<file path="config.mk">
export PLATFORM = sky130hd
export DESIGN_NAME = fpmult_accum_flat
export DESIGN_NICKNAME = d
export VERILOG_FILES = /design/src/rtl/fpmult_accum_if.sv /design/src/rtl/fpmult_accum.sv /design/src/flat_wrapper.sv
export SDC_FILE = /design/constraint.sdc
export NUM_CORES = 1
export LEC_CHECK = 0
export CORE_MARGIN = 2
export CORE_UTILIZATION = 47
export DETAILED_ROUTE_END_ITERATION = 16
export PLACE_DENSITY = 0.75
export SETUP_SLACK_MARGIN = 0.15
export SYNTH_ARGS = -nofsm -noshare
export SYNTH_HDL_FRONTEND = slang
export SYNTH_SLANG_ARGS = --single-unit
</file>
<file path="constraint.sdc">
create_clock -name clk -period 2.5 [get_ports clk]
set_input_delay 0.5 -clock clk [delete_from_list [all_inputs] [get_ports clk]]
set_output_delay 0.5 -clock clk [all_outputs]
set_load 0.01 [all_outputs]
</file>
<file path="src/rtl/fpmult_accum_if.sv">
// Product-stream input and result output of the fixed-point accumulator.
// The accumulator sits on the slave side; the producer/consumer pair is the master.
interface fpmult_accum_if #(
    parameter int n  = 32,
    parameter int cw = 8
);
    logic          recv_val;
    logic          recv_rdy;
    logic [n-1:0]  recv_msg;
    logic          recv_last;
    logic          send_val;
    logic          send_rdy;
    logic [n-1:0]  send_msg;
    logic          send_sat;
    logic [cw-1:0] send_count;

    modport master (
        output recv_val, recv_msg, recv_last, send_rdy,
        input  recv_rdy, send_val, send_msg, send_sat, send_count
    );

    modport slave (
        input  recv_val, recv_msg, recv_last, send_rdy,
        output recv_rdy, send_val, send_msg, send_sat, send_count
    );
endinterface

</file>
<file path="src/rtl/fpmult_accum.sv">
// Sums a recv_last-terminated group of fixed-point terms in an n+g bit accumulator
// and presents the n-bit clamped result, saturation flag and term count once.
module fpmult_accum #(
    parameter int n    = 32,
    parameter int d    = 16,
    parameter int sign = 1,
    parameter int g    = 4,
    parameter int cw   = 8
) (
    input  logic          clk,
    input  logic          reset,
    fpmult_accum_if.slave bus
);
    localparam int W = n + g;

    typedef enum logic {ACC, DONE} state_t;

    state_t        state_q, state_d;
    logic [W-1:0]  acc_q, acc_d;
    logic [cw-1:0] count_q, count_d;
    logic [g-1:0]  guard_ext;
    logic [W-1:0]  term_ext;
    logic [n-1:0]  clamp_msg;
    logic          clamp_sat;
    logic          accept;
    logic          result_valid;

    // The fractional point only matters to the consumer; addition is plain integer.
    if (d > n) begin : g_bad_frac
        $error("fpmult_accum: d must not exceed n");
    end

    genvar gi;
    for (gi = 0; gi < g; gi++) begin : g_guard
        assign guard_ext[gi] = (sign != 0) ? bus.recv_msg[n-1] : 1'b0;
    end
    assign term_ext = {guard_ext, bus.recv_msg};

    if (sign != 0) begin : g_clamp_signed
        logic [g:0] top_bits;
        assign top_bits = acc_q[W-1:n-1];
        // In range exactly when the guard bits all replicate the n-bit sign bit.
        always_comb begin
            clamp_msg = acc_q[n-1:0];
            clamp_sat = 1'b0;
            if (!((&top_bits) || !(|top_bits))) begin
                clamp_sat = 1'b1;
                clamp_msg = acc_q[W-1] ? {1'b1, {(n-1){1'b0}}} : {1'b0, {(n-1){1'b1}}};
            end
        end
    end else begin : g_clamp_unsigned
        always_comb begin
            clamp_msg = acc_q[n-1:0];
            clamp_sat = 1'b0;
            if (|acc_q[W-1:n]) begin
                clamp_sat = 1'b1;
                clamp_msg = '1;
            end
        end
    end

    always_comb begin
        state_d      = state_q;
        acc_d        = acc_q;
        count_d      = count_q;
        accept       = 1'b0;
        result_valid = 1'b0;
        case (state_q)
            ACC: begin
                accept = 1'b1;
                if (bus.recv_val) begin
                    acc_d   = acc_q + term_ext;
                    count_d = (count_q == '1) ? count_q : count_q + cw'(1);
                    if (bus.recv_last) begin
                        state_d = DONE;
                    end
                end
            end
            DONE: begin
                result_valid = 1'b1;
                if (bus.send_rdy) begin
                    state_d = ACC;
                    acc_d   = '0;
                    count_d = '0;
                end
            end
            default: state_d = ACC;
        endcase
    end

    always_ff @(posedge clk) begin
        if (reset) begin
            state_q <= ACC;
            acc_q   <= '0;
            count_q <= '0;
        end else begin
            state_q <= state_d;
            acc_q   <= acc_d;
            count_q <= count_d;
        end
    end

    assign bus.recv_rdy   = accept;
    assign bus.send_val   = result_valid;
    assign bus.send_msg   = clamp_msg;
    assign bus.send_sat   = clamp_sat;
    assign bus.send_count = count_q;
endmodule

</file>
<file path="src/flat_wrapper.sv">
// flat-port wrapper written by rule: the top's interface ports become plain ports
module fpmult_accum_flat 
#(
    parameter int n    = 32,
    parameter int d    = 16,
    parameter int sign = 1,
    parameter int g    = 4,
    parameter int cw   = 8
)
  (clk, reset, bus_recv_val, bus_recv_msg, bus_recv_last, bus_send_rdy, bus_recv_rdy, bus_send_val, bus_send_msg, bus_send_sat, bus_send_count);
  fpmult_accum_if #(.n(n), .cw(cw)) bus_i ();
  input  logic clk;
  input  logic reset;
  input wire logic [$bits(bus_i.recv_val)-1:0] bus_recv_val;
  input wire logic [$bits(bus_i.recv_msg)-1:0] bus_recv_msg;
  input wire logic [$bits(bus_i.recv_last)-1:0] bus_recv_last;
  input wire logic [$bits(bus_i.send_rdy)-1:0] bus_send_rdy;
  output wire logic [$bits(bus_i.recv_rdy)-1:0] bus_recv_rdy;
  output wire logic [$bits(bus_i.send_val)-1:0] bus_send_val;
  output wire logic [$bits(bus_i.send_msg)-1:0] bus_send_msg;
  output wire logic [$bits(bus_i.send_sat)-1:0] bus_send_sat;
  output wire logic [$bits(bus_i.send_count)-1:0] bus_send_count;
  assign bus_i.recv_val = bus_recv_val;
  assign bus_i.recv_msg = bus_recv_msg;
  assign bus_i.recv_last = bus_recv_last;
  assign bus_i.send_rdy = bus_send_rdy;
  assign bus_recv_rdy = bus_i.recv_rdy;
  assign bus_send_val = bus_i.send_val;
  assign bus_send_msg = bus_i.send_msg;
  assign bus_send_sat = bus_i.send_sat;
  assign bus_send_count = bus_i.send_count;
  fpmult_accum #(.n(n), .d(d), .sign(sign), .g(g), .cw(cw)) u_core (.clk(clk), .reset(reset), .bus(bus_i));
endmodule
</file>
* Word level (Yosys, flattened, before mapping) *
Cells that the tools add are included.
Widths: inputs -> output; s select.

operators by class
  add/sub/neg operators = 2
  eq/ne operators = 4
  multiplexer cells = 16
  bitwise operators = 1
  reductions and logical operators = 6

operators by type and width
  operator             number
  $mux 36              2
  $pmux 36 s2          1
  $mux 32              2
  $add 36x36->36       1
  $mux 8               3
  $pmux 8 s2           1
  $add 8x1->8 const B  1
  $eq 8x8->1 const B   1
  $mux 1               6
  $ne 2x2->1 const B   3
  $reduce_and 5->1     1
  $reduce_or 5->1      1
  $reduce_and 3->1     1
  $pmux 1 s2           1
  $reduce_and 2->1     1
  $logic_not 1->1      1
  $logic_or 1x1->1     1
  $not 1->1            1

storage, ports and cells
  register bits = 45
  bits of input ports = 37
  output and inout port bits = 43
  word-level logic and storage cells = 32

* Depth between registers and ports, before layout *
  depth after elaboration = 4
  mapped depth = 10
  mapped depth without buffers = 10

* Worst setup path after synthesis *
Ideal clock, no wire load.

  kind = input -> register
  start = in bus_recv_msg[0]
  end = reg u_core.acc_q[26]
  setup time = 0.117 ns
  arrival time = 2.483 ns
  required time = 2.383 ns
  path slack = -0.100 ns
  cell stages on the path = 10
  path buffers = 0
  cells stage by stage = ha_1 > fa_1 > a21oi_1 > o21ai_1 > a211o_1 > a31oi_4 > o21bai_1 > a21oi_1 > xnor2_1 > a22o_1

on the way
  longest elaborated chain between the ends = 3

ends and longest elaborated chain
  item                  line                source
  from (decl)           flat_wrapper.sv:15  input wire logic [$bits(bus_i.recv_msg)-1:0] bus_recv_msg;
  $add 36x36->36        fpmult_accum.sv:72  acc_d = acc_q + term_ext;
  $mux 36               fpmult_accum.sv:71  if (bus.recv_val) begin
  $pmux 36 s2           fpmult_accum.sv:68  case (state_q)
  to (signal assigned)  fpmult_accum.sv:94  acc_q <= '0;
  to (signal assigned)  fpmult_accum.sv:98  acc_q <= acc_d;
  to (decl)             fpmult_accum.sv:19  logic [W-1:0] acc_q, acc_d;

Every way passes these cells. The select of a mux whose other input is x is not followed.
A chain may end at the register's enable or synchronous reset.

* Final worst setup path *
  start = reg u_core.acc_q[0]
  end = reg u_core.acc_q[30]

on the way
  longest elaborated chain between the ends = 3

ends and longest elaborated chain
  item            line
  $add 36x36->36  fpmult_accum.sv:72
  $mux 36         fpmult_accum.sv:71
  $pmux 36 s2     fpmult_accum.sv:68

Every way passes these cells. The select of a mux whose other input is x is not followed.

==> metrics.md <==
| Metric | Value |
|---|---|
| Drt total wl | `14170 um` |
| TritonCTS clock tree | `done` |
| Pre-antenna DRT Iters | `5` |
| Final Cell Area | `a little over 0.006 mm2` |
| Clock transition at path regs | `approximately 0.1 ns` |
| Status | `completed` |
| Syn nets | `~530` |
| Number of routed nets with antenna violations | `0` |
| Clock root cell | `clkbuf_8` |
| Relative slew slack | `about 60%` |
| Maximum VDD drop | `0.3766 mV` |
| Clk Latency, worst-skew pair | `~0.32 ns` |
| Worst Reg-to-Reg Cells | `10` |
| Core region area | `0.007727 mm2` |
| Synthesized cell area | `roughly 0.0037 mm2` |
| Register area share after synthesis | `24.06%` |
| Worst Max-Slew Pin Slew | `around 0.62 ns` |
| R2R Path Start | `u_core.acc_q[0]$_SDFFE_PP0P_` |
| Post-synth top flop | `dfxtp_1` |
| Worst EP required | `approximately 2.7 ns` |
| Area post-placement | `0.005540 mm2` |
| Fraction of registers with async set or reset after synthesis | `0%` |
| First-pass GRT wire length | `21320 um` |
| Fmax | `0.4023 GHz` |
| Slew Limit Fails | `0` |
| Total gr overflow | `0` |
| Final HPWL DP | `9022 um` |
| Area Overhead vs Synth | `65.71%` |
| Crit share post-route | `a little under 100%` |
| # hold bufs at CTS | `0` |
| Worst clock skew | `around 0.0067 ns` |
| Setup TNS | `0 ns` |
| Setup CP Type | `register to register` |
| Largest net degree at the start of global routing | `19` |
| RSZ-0062 raised after global routing | `yes` |
| Hold depth | `1` |
| DRC errors left | `0` |
| Chip width | `slightly above 90 um` |
| Worst Hold Class | `register to register` |
| Post-synthesis cell type count | `56` |
| Final Hold Vio Count | `0` |
| Yosys reg bits | `45` |
| Number of synthesized flops with an enable pin | `0` |
| Critical path startpoint category | `register` |
| R2r setup slk | `~0.014 ns` |
| Slowest CP cell | `a211o_1` |
| FF-to-FF End | `u_core.acc_q[30]$_SDFFE_PP0P_` |
| Avg Vias per Cell | `approximately 6.0` |
| Io pins | `80` |
| Starting Density | `about half` |
| Initial antenna violation count | `0` |
| Fin nets | `733` |
| Clk buf depth | `2` |
| Crit-path cells | `ha_4 -> fa_2 -> a21oi_2 -> o21ai_2 -> a211o_1 -> a31oi_4 -> o21a_1 -> o31ai_2 -> xnor2_1 -> a22o_1` |
| Final setup viols | `0` |
| Critical Path AT | `around 2.7 ns` |
| WHS | `0.5339 ns` |
| Avg WL per Cell | `about 19 um` |
| Power Dens Cells | `650.7 mW/mm2` |
| Nature of the critical path endpoint | `register` |
| Via count | `4561` |
| GRT Resource Usage Total | `between 30% and 40%` |
| Hold Startpoint | `u_core.acc_q[14]$_SDFFE_PP0P_` |
| Num CTS Buffers | `5` |
| Syn Area/Cell | `slightly above 8 um2` |
| Max-Cap Viols | `0` |
| Max incr delay on CP | `0.39 ns` |
| Die footprint | `a little under 0.009 mm2` |
| Port bufs | `79` |
| YS warnings | `0` |
| Final core occ | `80.28%` |
| DRT iter0 DRCs | `about 250` |
| Mapped Cells | `459` |
| Vias in the first global route | `approximately 4.5k` |
| Hold worst-path end | `u_core.acc_q[14]$_SDFFE_PP0P_` |
| Fraction of layout cells with a size suffix above 1 | `between 40% and 50%` |
| Diodes inserted | `0` |
| Clk sinks | `45` |
| Placer Congestion | `between 0.9 and 1` |
| CTS H-tree lvls | `2` |
| Max Fanout on Critical Path | `4` |
| Die H | `~93 um` |
| Final min period | `2.486 ns` |
| Leakage | `roughly 0.0029 uW` |
| Tot Pwr | `roughly 4000 uW` |
| Num rows | `32` |
## flip-flops by register name (all words and copies together), names as in the netlist
name                   count
u_core.bus.send_count      8
u_core.state_q             1
u_core.acc_q              36
## synth_stat cells (2+ instances only)
| cell | count | area (um2) |
|---|---|---|
| nor2_1 | 46 | 172.7 |
| xor2_1 | 14 | 122.6 |
| a32oi_1 | 2 | 17.52 |
| o211ai_1 | 5 | 37.54 |
| nor2b_1 | 3 | 18.77 |
| nand2b_1 | 2 | 12.51 |
| nand4_1 | 5 | 31.28 |
| clkbuf_1 | 14 | 52.55 |
| o21a_1 | 19 | 142.6 |
| a22oi_1 | 10 | 75.07 |
| xnor2_1 | 21 | 183.9 |
| and2_1 | 2 | 12.51 |
| dfxtp_1 | 45 | 900.9 |
| a32o_1 | 2 | 20.02 |
| o21ai_0 | 14 | 70.07 |
| or4_1 | 2 | 15.01 |
| ha_1 | 36 | 450.4 |
| nand2_1 | 34 | 127.6 |
| nand3_1 | 9 | 45.04 |
| a31oi_1 | 6 | 37.54 |
| and3_1 | 7 | 43.79 |
| o21bai_1 | 9 | 67.56 |
| o21ai_1 | 6 | 30.03 |
| a21oi_2 | 2 | 17.52 |
| a22o_1 | 22 | 192.7 |
| buf_2 | 2 | 10.01 |
| or3_1 | 2 | 12.51 |
| inv_1 | 10 | 37.54 |
| a21boi_1 | 2 | 15.01 |
| a21oi_1 | 42 | 210.2 |
| a21o_1 | 39 | 292.8 |
## how the worst max path moves through the flow
stage / end / cells after the start / slack (ns) / start
2_1_floorplan: u_core.acc_q[32]$_SDFFE_PP0P_ / 10 / -0.03 / bus_recv_msg[0]
3_3_place_gp: u_core.acc_q[32]$_SDFFE_PP0P_ / 11 / -0.67 / bus_recv_msg[0]
3_5_place_dp: u_core.acc_q[32]$_SDFFE_PP0P_ / 11 / -0.69 / bus_recv_msg[0]
4_1_cts: u_core.acc_q[26]$_SDFFE_PP0P_ / 10 / 0.1 / u_core.acc_q[0]$_SDFFE_PP0P_
5_1_grt: u_core.acc_q[30]$_SDFFE_PP0P_ / 10 / -0.06 / u_core.acc_q[0]$_SDFFE_PP0P_
6_report: u_core.acc_q[30]$_SDFFE_PP0P_ / 10 / 0.01 / u_core.acc_q[0]$_SDFFE_PP0P_
## layout make-up
type	count	area, um2
inverters	11	48.80
clock inverters	3	22.52
fillers	483	1524
multi-input cells	385	3395
clock buffers	5	68.82
well taps	102	127.6
repair buffers	211	1627
flip-flops and latches	45	914.6
## cell usage in the layout, fill, tap and decap left out, types with 10 or more instances in the layout
cell type        count
a21o_1              39
a21oi_1             26
a21oi_2             13
a22o_1              22
a22oi_1             10
buf_2               33
buf_4              124
clkdlybuf4s50_1     18
dfxtp_1             36
dlygate4sd2_1       16
ha_4                27
inv_1               10
nand2_1             29
nor2_1              41
o21a_1              19
xnor2_1             20
xor2_1              14
## worst max-delay path, delay by kind of cell (launching register included)
family	cells	cell delay, ns
AOI/OAI and AO/OA	7	1.39
adders and majority gates	2	0.53
DFF	1	0.35
xor gates and xnor gates	1	0.12
## stage by stage
stage,instances,worst slack [ns]
after CTS,757,0.09577
after global routing,762,-0.06166
after floorplan,459,-0.03166
final,762,0.01406
after detailed placement,724,-0.6880
after global placement,724,-0.6651
## report_power, final
group	internal (uW)	total (uW)	leakage (uW)	switching, uW
combinational	1330	2620	0.00244	1290
sequential	805	907	0.000373	102
clock	200	509	0.0000481	310
## routing by layer
layer	global-route usage, %	share of wire, %
met1	36.13	40
met2	55.10	49
met3	3.868	6.3
met4	11.89	4.6
met5	0	0
## timing repair
item / CTS / global route
resized for setup: 242 / 40
pin swaps: 65 / 42
endpoints found under the setup margin: 55 / 48
gates cloned: 0 / 0
setup buffers: 25 / 5
## kinds of logic after synthesis
group | synth area share, %
compound gates | 37.63
xor+xnor | 8.189
flops | 24.06
buf+inv | 3.175
fa+ha+maj | 12.57
simple gates | 14.37
No activity file was read; power rests on OpenSTA's default activity.
